**src/rtl/controlador_sequenciador.sv**
```systemverilog
// SAP-1 controller-sequencer: six-state one-hot ring (T1..T6) and an opcode
// decoder producing the datapath control word, with a sticky halt.
module controlador_sequenciador #(
    parameter logic [3:0] OP_LDA = 4'b0000,
    parameter logic [3:0] OP_ADD = 4'b0001,
    parameter logic [3:0] OP_SUB = 4'b0010,
    parameter logic [3:0] OP_JMP = 4'b0011,
    parameter logic [3:0] OP_OUT = 4'b1110,
    parameter logic [3:0] OP_HLT = 4'b1111
) (
    input  logic       clock,
    input  logic       clear,
    input  logic [3:0] opcode,
    output logic [5:0] t_state,
    output logic       cp,
    output logic       ep,
    output logic       jp,
    output logic       lm,
    output logic       ce,
    output logic       li,
    output logic       ei,
    output logic       la,
    output logic       ea,
    output logic       su,
    output logic       eu,
    output logic       lb,
    output logic       lo,
    output logic       hlt
);

    typedef enum logic [5:0] {
        T1 = 6'b000001,
        T2 = 6'b000010,
        T3 = 6'b000100,
        T4 = 6'b001000,
        T5 = 6'b010000,
        T6 = 6'b100000
    } state_t;

    state_t state_q, state_d;
    logic   halted_q, halted_d;

    always_ff @(posedge clock) begin
        if (!clear) begin
            state_q  <= T1;
            halted_q <= 1'b0;
        end else begin
            state_q  <= state_d;
            halted_q <= halted_d;
        end
    end

    // While clear is low the ring is shown at T1 even before the reset edge.
    assign t_state = clear ? state_q : T1;

    always_comb begin
        state_d  = state_q;
        halted_d = halted_q;
        cp = 1'b0; ep = 1'b0; jp = 1'b0; lm = 1'b0;
        ce = 1'b0; li = 1'b0; ei = 1'b0; la = 1'b0;
        ea = 1'b0; su = 1'b0; eu = 1'b0; lb = 1'b0;
        lo = 1'b0; hlt = 1'b0;

        if (halted_q) begin
            hlt = 1'b1;
        end else begin
            unique case (state_q)
                T1: begin ep = 1'b1; lm = 1'b1; state_d = T2; end
                T2: begin cp = 1'b1; state_d = T3; end
                T3: begin ce = 1'b1; li = 1'b1; state_d = T4; end
                T4: begin
                    state_d = T5;
                    case (opcode)
                        OP_LDA, OP_ADD, OP_SUB: begin ei = 1'b1; lm = 1'b1; end
                        OP_JMP: begin ei = 1'b1; jp = 1'b1; end
                        OP_OUT: begin ea = 1'b1; lo = 1'b1; end
                        // Ring stays parked at T4 once halted.
                        OP_HLT: begin hlt = 1'b1; halted_d = 1'b1; state_d = T4; end
                        default: ;
                    endcase
                end
                T5: begin
                    state_d = T6;
                    case (opcode)
                        OP_LDA: begin ce = 1'b1; la = 1'b1; end
                        OP_ADD, OP_SUB: begin ce = 1'b1; lb = 1'b1; end
                        default: ;
                    endcase
                end
                T6: begin
                    state_d = T1;
                    case (opcode)
                        OP_ADD: begin eu = 1'b1; la = 1'b1; end
                        OP_SUB: begin eu = 1'b1; la = 1'b1; su = 1'b1; end
                        default: ;
                    endcase
                end
                default: state_d = T1;
            endcase
        end

        if (!clear) begin
            cp = 1'b0; ep = 1'b0; jp = 1'b0; lm = 1'b0;
            ce = 1'b0; li = 1'b0; ei = 1'b0; la = 1'b0;
            ea = 1'b0; su = 1'b0; eu = 1'b0; lb = 1'b0;
            lo = 1'b0; hlt = 1'b0;
        end
    end

endmodule

```
**config.mk**
```make
export PLATFORM = sky130hd
export DESIGN_NAME = controlador_sequenciador
export DESIGN_NICKNAME = d
export VERILOG_FILES = /design/src/rtl/controlador_sequenciador.sv
export SDC_FILE = /design/constraint.sdc
export NUM_CORES = 1
export LEC_CHECK = 0
export CAP_MARGIN = 20
export CELL_PAD_IN_SITES_DETAIL_PLACEMENT = 1
export CELL_PAD_IN_SITES_GLOBAL_PLACEMENT = 1
export CORE_UTILIZATION = 26
export CTS_BUF_LIST = sky130_fd_sc_hd__clkbuf_8
export CTS_CLUSTER_DIAMETER = 150
export DETAILED_ROUTE_END_ITERATION = 16
export PLACE_DENSITY = 0.77
export SETUP_SLACK_MARGIN = 0.4
export SLEW_MARGIN = 10
export SYNTH_ARGS = -nofsm -noshare
export SYNTH_HDL_FRONTEND = slang
export SYNTH_SLANG_ARGS = --single-unit
```
**constraint.sdc**
```tcl
create_clock -name clock -period 2.1 [get_ports clock]
set_input_delay 0.525 -clock clock [delete_from_list [all_inputs] [get_ports clock]]
set_output_delay 0.525 -clock clock [all_outputs]
set_load 0.01 [all_outputs]
```
Word level (Yosys, flattened, before mapping)
Index checks and enable logic that the tools add are counted.
{ "word_totals": {"regBits": 7, "latch_bits": 0, "mem_bits_rw": 0, "romBits": 0, "inputBits": 6, "out_inout_bits": 20, "mem_count": 0} }
{ "op_classes": {"addsub": 0, "multipliers": 0, "div_mod_pow": 0, "order_cmp": 0, "n_eq_ne": 11, "shift": 0, "mux": 50, "bitwise_logic": 0, "reduce_logical": 4} }
{ "op_table": {"columns": ["operator", "count"], "rows": [
  ["1-bit two-way mux", 44],
  ["6-bit one-hot mux with 5 select lines", 1],
  ["4-bit by 2-bit equality test with 1-bit output (second input constant)", 2],
  ["4-bit equality test (second input constant)", 2],
  ["6-bit by 1-bit equality test with 1-bit output (second input constant)", 1],
  ["6-bit by 2-bit equality test with 1-bit output (second input constant)", 1],
  ["6-bit by 3-bit equality test with 1-bit output (second input constant)", 1],
  ["6-bit by 4-bit equality test with 1-bit output (second input constant)", 1],
  ["6-bit by 5-bit equality test with 1-bit output (second input constant)", 1],
  ["6-bit equality test (second input constant)", 1],
  ["6-bit two-way mux", 1],
  ["1-bit one-hot mux with 2 select lines", 3],
  ["5-bit two-way mux", 1],
  ["4-bit by 1-bit equality test with 1-bit output (second input constant)", 1],
  ["4-bit zero test", 1],
  ["4-bit OR reduction", 1],
  ["3-bit OR reduction", 1],
  ["2-bit OR reduction", 1]
]} }

Logic depth before layout (Yosys ltp)
{ "logic_depth": {"word_depth": 6, "ltp_mapped": 5} }

Worst setup path before layout
Ideal clock, no wire load.
{ "synth_path": {"path_kind": "reg-to-output", "start": "register state_q[0]", "end": "output lo", "arrival_ns": 1.722, "required_ns": 1.575, "path_slack_ns": -0.147, "stages_incl_launch_ff": 6, "path_buffers": 2, "path_cell_list": "dfxtp_1 -> clkbuf_1 -> nor4_1 -> nand2_1 -> nor4_1 -> buf_4"} }
{ "synth_between": {"elab_chain_len": 4} }
{ "synth_lines": {"columns": ["element", "line_no", "source"], "rows": [
  ["start, declared", "40", "state_t state_q, state_d;"],
  ["start signal, assigned", "48", "state_q <= state_d;"],
  ["6-bit by 4-bit equality test with 1-bit output", null, null],
  ["1-bit two-way mux (3 in series)", null, null],
  ["end, declared", "27", "output logic lo,"]
]} }
Every way passes these cells.

Worst setup path in the final report
{ "layout_path": {"start": "register state_q[1]", "end": "output la"} }
{ "layout_between": {"elab_chain_len": 4} }
{ "layout_lines": {"columns": ["element", "line_no", "source"], "rows": [
  ["6-bit equality test / 6-bit by 5-bit equality test with 1-bit output (equally long branches)", "67", "unique case (state_q)"],
  ["1-bit one-hot mux with 2 select lines *", "67", null],
  ["1-bit two-way mux *", "64", "if (halted_q) begin"],
  ["1-bit two-way mux *", "102", "if (!clear) begin"],
  ["end, declared", "22", "output logic la,"]
]} }
Every way passes the cells marked *; elsewhere a longest branch is shown, timed or not.

==> run metrics <==
status=complete, but fails checks; failing checks=setup timing; post-synthesis sequential area ratio=a little under a quarter; max_slew headroom=73.6%; pin count of the biggest net entering global routing=10; worst-margin pin slew=391 ps; Vias/cell=about 5.4; fin crit period=2340 ps; clock tree buffer depth=2; FF-to-FF setup slack=between 400 and 500 ps; crit path kind=reg -> out; cells along the critical path=or4_4, or4_4, a21oi_2, buf_2; num ports=26; hold buffer count at CTS=0; drt first pass iters=4; register area=148 sq um; via count=roughly 920; Placer Congestion=about 0.85; vias in the first global route=between 900 and 1000; delay-heaviest family, CP=simple AND/OR/NAND/NOR gates; predominant post-synthesis flop cell=dfxtp_1; Required @ worst endpoint=between 1500 and 2000 ps; Total Routing Usage GR=32.3%; Max Cap Viol=0; die area=2490 sq um; clk sinks=7; Final WS setup=-242 ps; Yosys Warn Count=0; worst stage delay on the critical path=570 ps; CTS tree=built; Pins Over Slew Limit=0; number of synthesized flops with an enable pin=0; crit path launch type=flip-flop; Syn Inst Count=82; DP HPWL=between 1500 and 2000 um; Total Power=around 900 uW; RSZ-0062 raised after global routing=true; Min-Delay Path Class=reg -> reg; Peak Freq=427 MHz; area share of the largest cell type after synthesis=23.5%; power density over the cells=between 600 and 700 nW/um^2; Hold Crit Endpoint=state_q[2]; WP buf/inv=1; Port Buffer Count=25; remaining antenna violation count=0; worst-case clock skew=0.345 ps; Final Setup Violations=13; Slowest cell on crit path=or4_4; crit path DAT=1820 ps; part of the cycle the worst path needs=112%; post-layout util=66.0%; Worst R2R Start=state_q[1]; Worst Hold Launch=state_q[2]; Fillers=231; Crit. End Element=output port; Async SR Flop Fraction=0%; Die H=49.9 um; core area=~2100 sq um; fraction of layout instances using a drive strength above 1=about two thirds; number of cells on the critical path=4; multi-input combinational cell area=slightly below 600 sq um; ranking of synthesized cells by area=dfxtp_1 23%, and2_1 8.4%, nand2_1 6.3%; cell mode on critical path=or4_4; Avg Inst Size Synth=7.28 sq um; WL per Instance=between 20 and 25 um; Hold Vio Cnt, Final=0; FF-to-FF End=state_q[3]; nets=150; setup slack at placement=-1000 ps; Synth Net Count=88; first-pass GRT wire length=~5600 um; setup_tns=-1830 ps; antenna violations before repair=0; Clock Latency Late Sink=about 240 ps; grt total ovfl=0; cell taking the most area after synthesis=dfxtp_1; root buffer cell=clkbuf_8; final instance area=approximately 1400 sq um; synthesis-to-finish area growth=128%; DIE WIDTH=49.9 um; WHS Path Cells=3; Rows=16; Inserted Diodes=0; Post-synth top cells=10 x nand2_1, 8 x and2_1, 7 x dfxtp_1; initial DRC count=19; H-tree Lvls=1; maximum VDD drop=0.000497 V; Worst Path Max Fanout=5; Post-Syn Area=597 sq um; Synth cell types=34; Seq cells post-synth=7; Lkg Pwr=0.000611 uW; starting density of the core=28.9%; CTS buffer count=3; most frequent cell after synthesis=nand2_1; drc violations=0; routed wire length=approximately 3700 um; Reg2Reg Depth=7; clock slew at reported path FFs=50 ps; Placed Instance Area=1070 sq um
[worst max-delay path by stage]
stage	start	to	slack, ps
floorplan	state_q[5]	la	0.2
global placement	opcode[3]	lb	-900
detailed placement	opcode[3]	eu	-1000
CTS	state_q[1]	la	-230
global route	state_q[1]	la	-270
finish	state_q[1]	la	-240
[per-layer routing]
metal	global-route usage, %	routed length (um)
met5	0	0
met4	8.57	44
met3	6.48	117
met2	58.6	1960
met1	37.9	1580
[placed cells by master (no fill, tap or decap), drive strengths merged, types with 2 or more instances in the layout]
cell	n
nand2b	2
and2	9
nor4	3
o31ai	2
dlygate4sd2	2
nor4b	3
or4	2
nor2	6
dfxtp	7
nand2	10
buf	60
a21boi	3
nand4	4
inv	6
clkbuf	5
nor2b	3
[metrics by stage]
step | hold WS, ps | cells
2_1_floorplan | 495 | 82
3_3_place_gp | 605 | 150
3_5_place_dp | 613 | 150
4_1_cts | 623 | 168
5_1_grt | 694 | 170
6_report | 676 | 170
[what timing repair did]
action                                  CTS  global route
pin swaps                                17             7
gates resized for setup                 130            19
endpoints found under the hold margin     0             0
cloned                                    1             0
endpoints found under the setup margin   21            20
buffers inserted                         13             2
[layout make-up]
cell class / instances / share of cell area (%)
multi-input combinational: 63 / 42.6
timing repair buffer: 64 / 39.4
sequential: 7 / 10.8
clock buffer: 3 / 3.03
tap: 27 / 2.48
inverter: 5 / 1.38
clock inverter: 1 / 0.276
[state kept, by name, summed over array words and instances (netlist names)]
signal    count
halted_q      1
state_q       6
[power by group]
group / internal (uW) / total (uW) / switching [uW] / leakage, uW
sequential: 157 / 177 / 20.3 / 0.0000585
combinational: 274 / 519 / 246 / 0.000525
clock: 128 / 202 / 74.1 / 0.0000269
total: 559 / 899 / 340 / 0.000611
[worst min-delay path: stages, from the launching register on]
cell	delay [ps]
dfxtp_1	310
buf_4	170
nand2_1	70
a21boi_0	70
[kinds of logic after synthesis]
kind of cell | after synthesis | synth area share, %
buffers and inverters | 12 | 10.1
flip-flops | 7 | 23.5
XOR/XNOR | 1 | 1.47
AND/OR/NAND/NOR | 48 | 46.8
AO/OA/AOI/OAI | 14 | 18.2
Note: power is estimated with default switching activity, not from simulation.
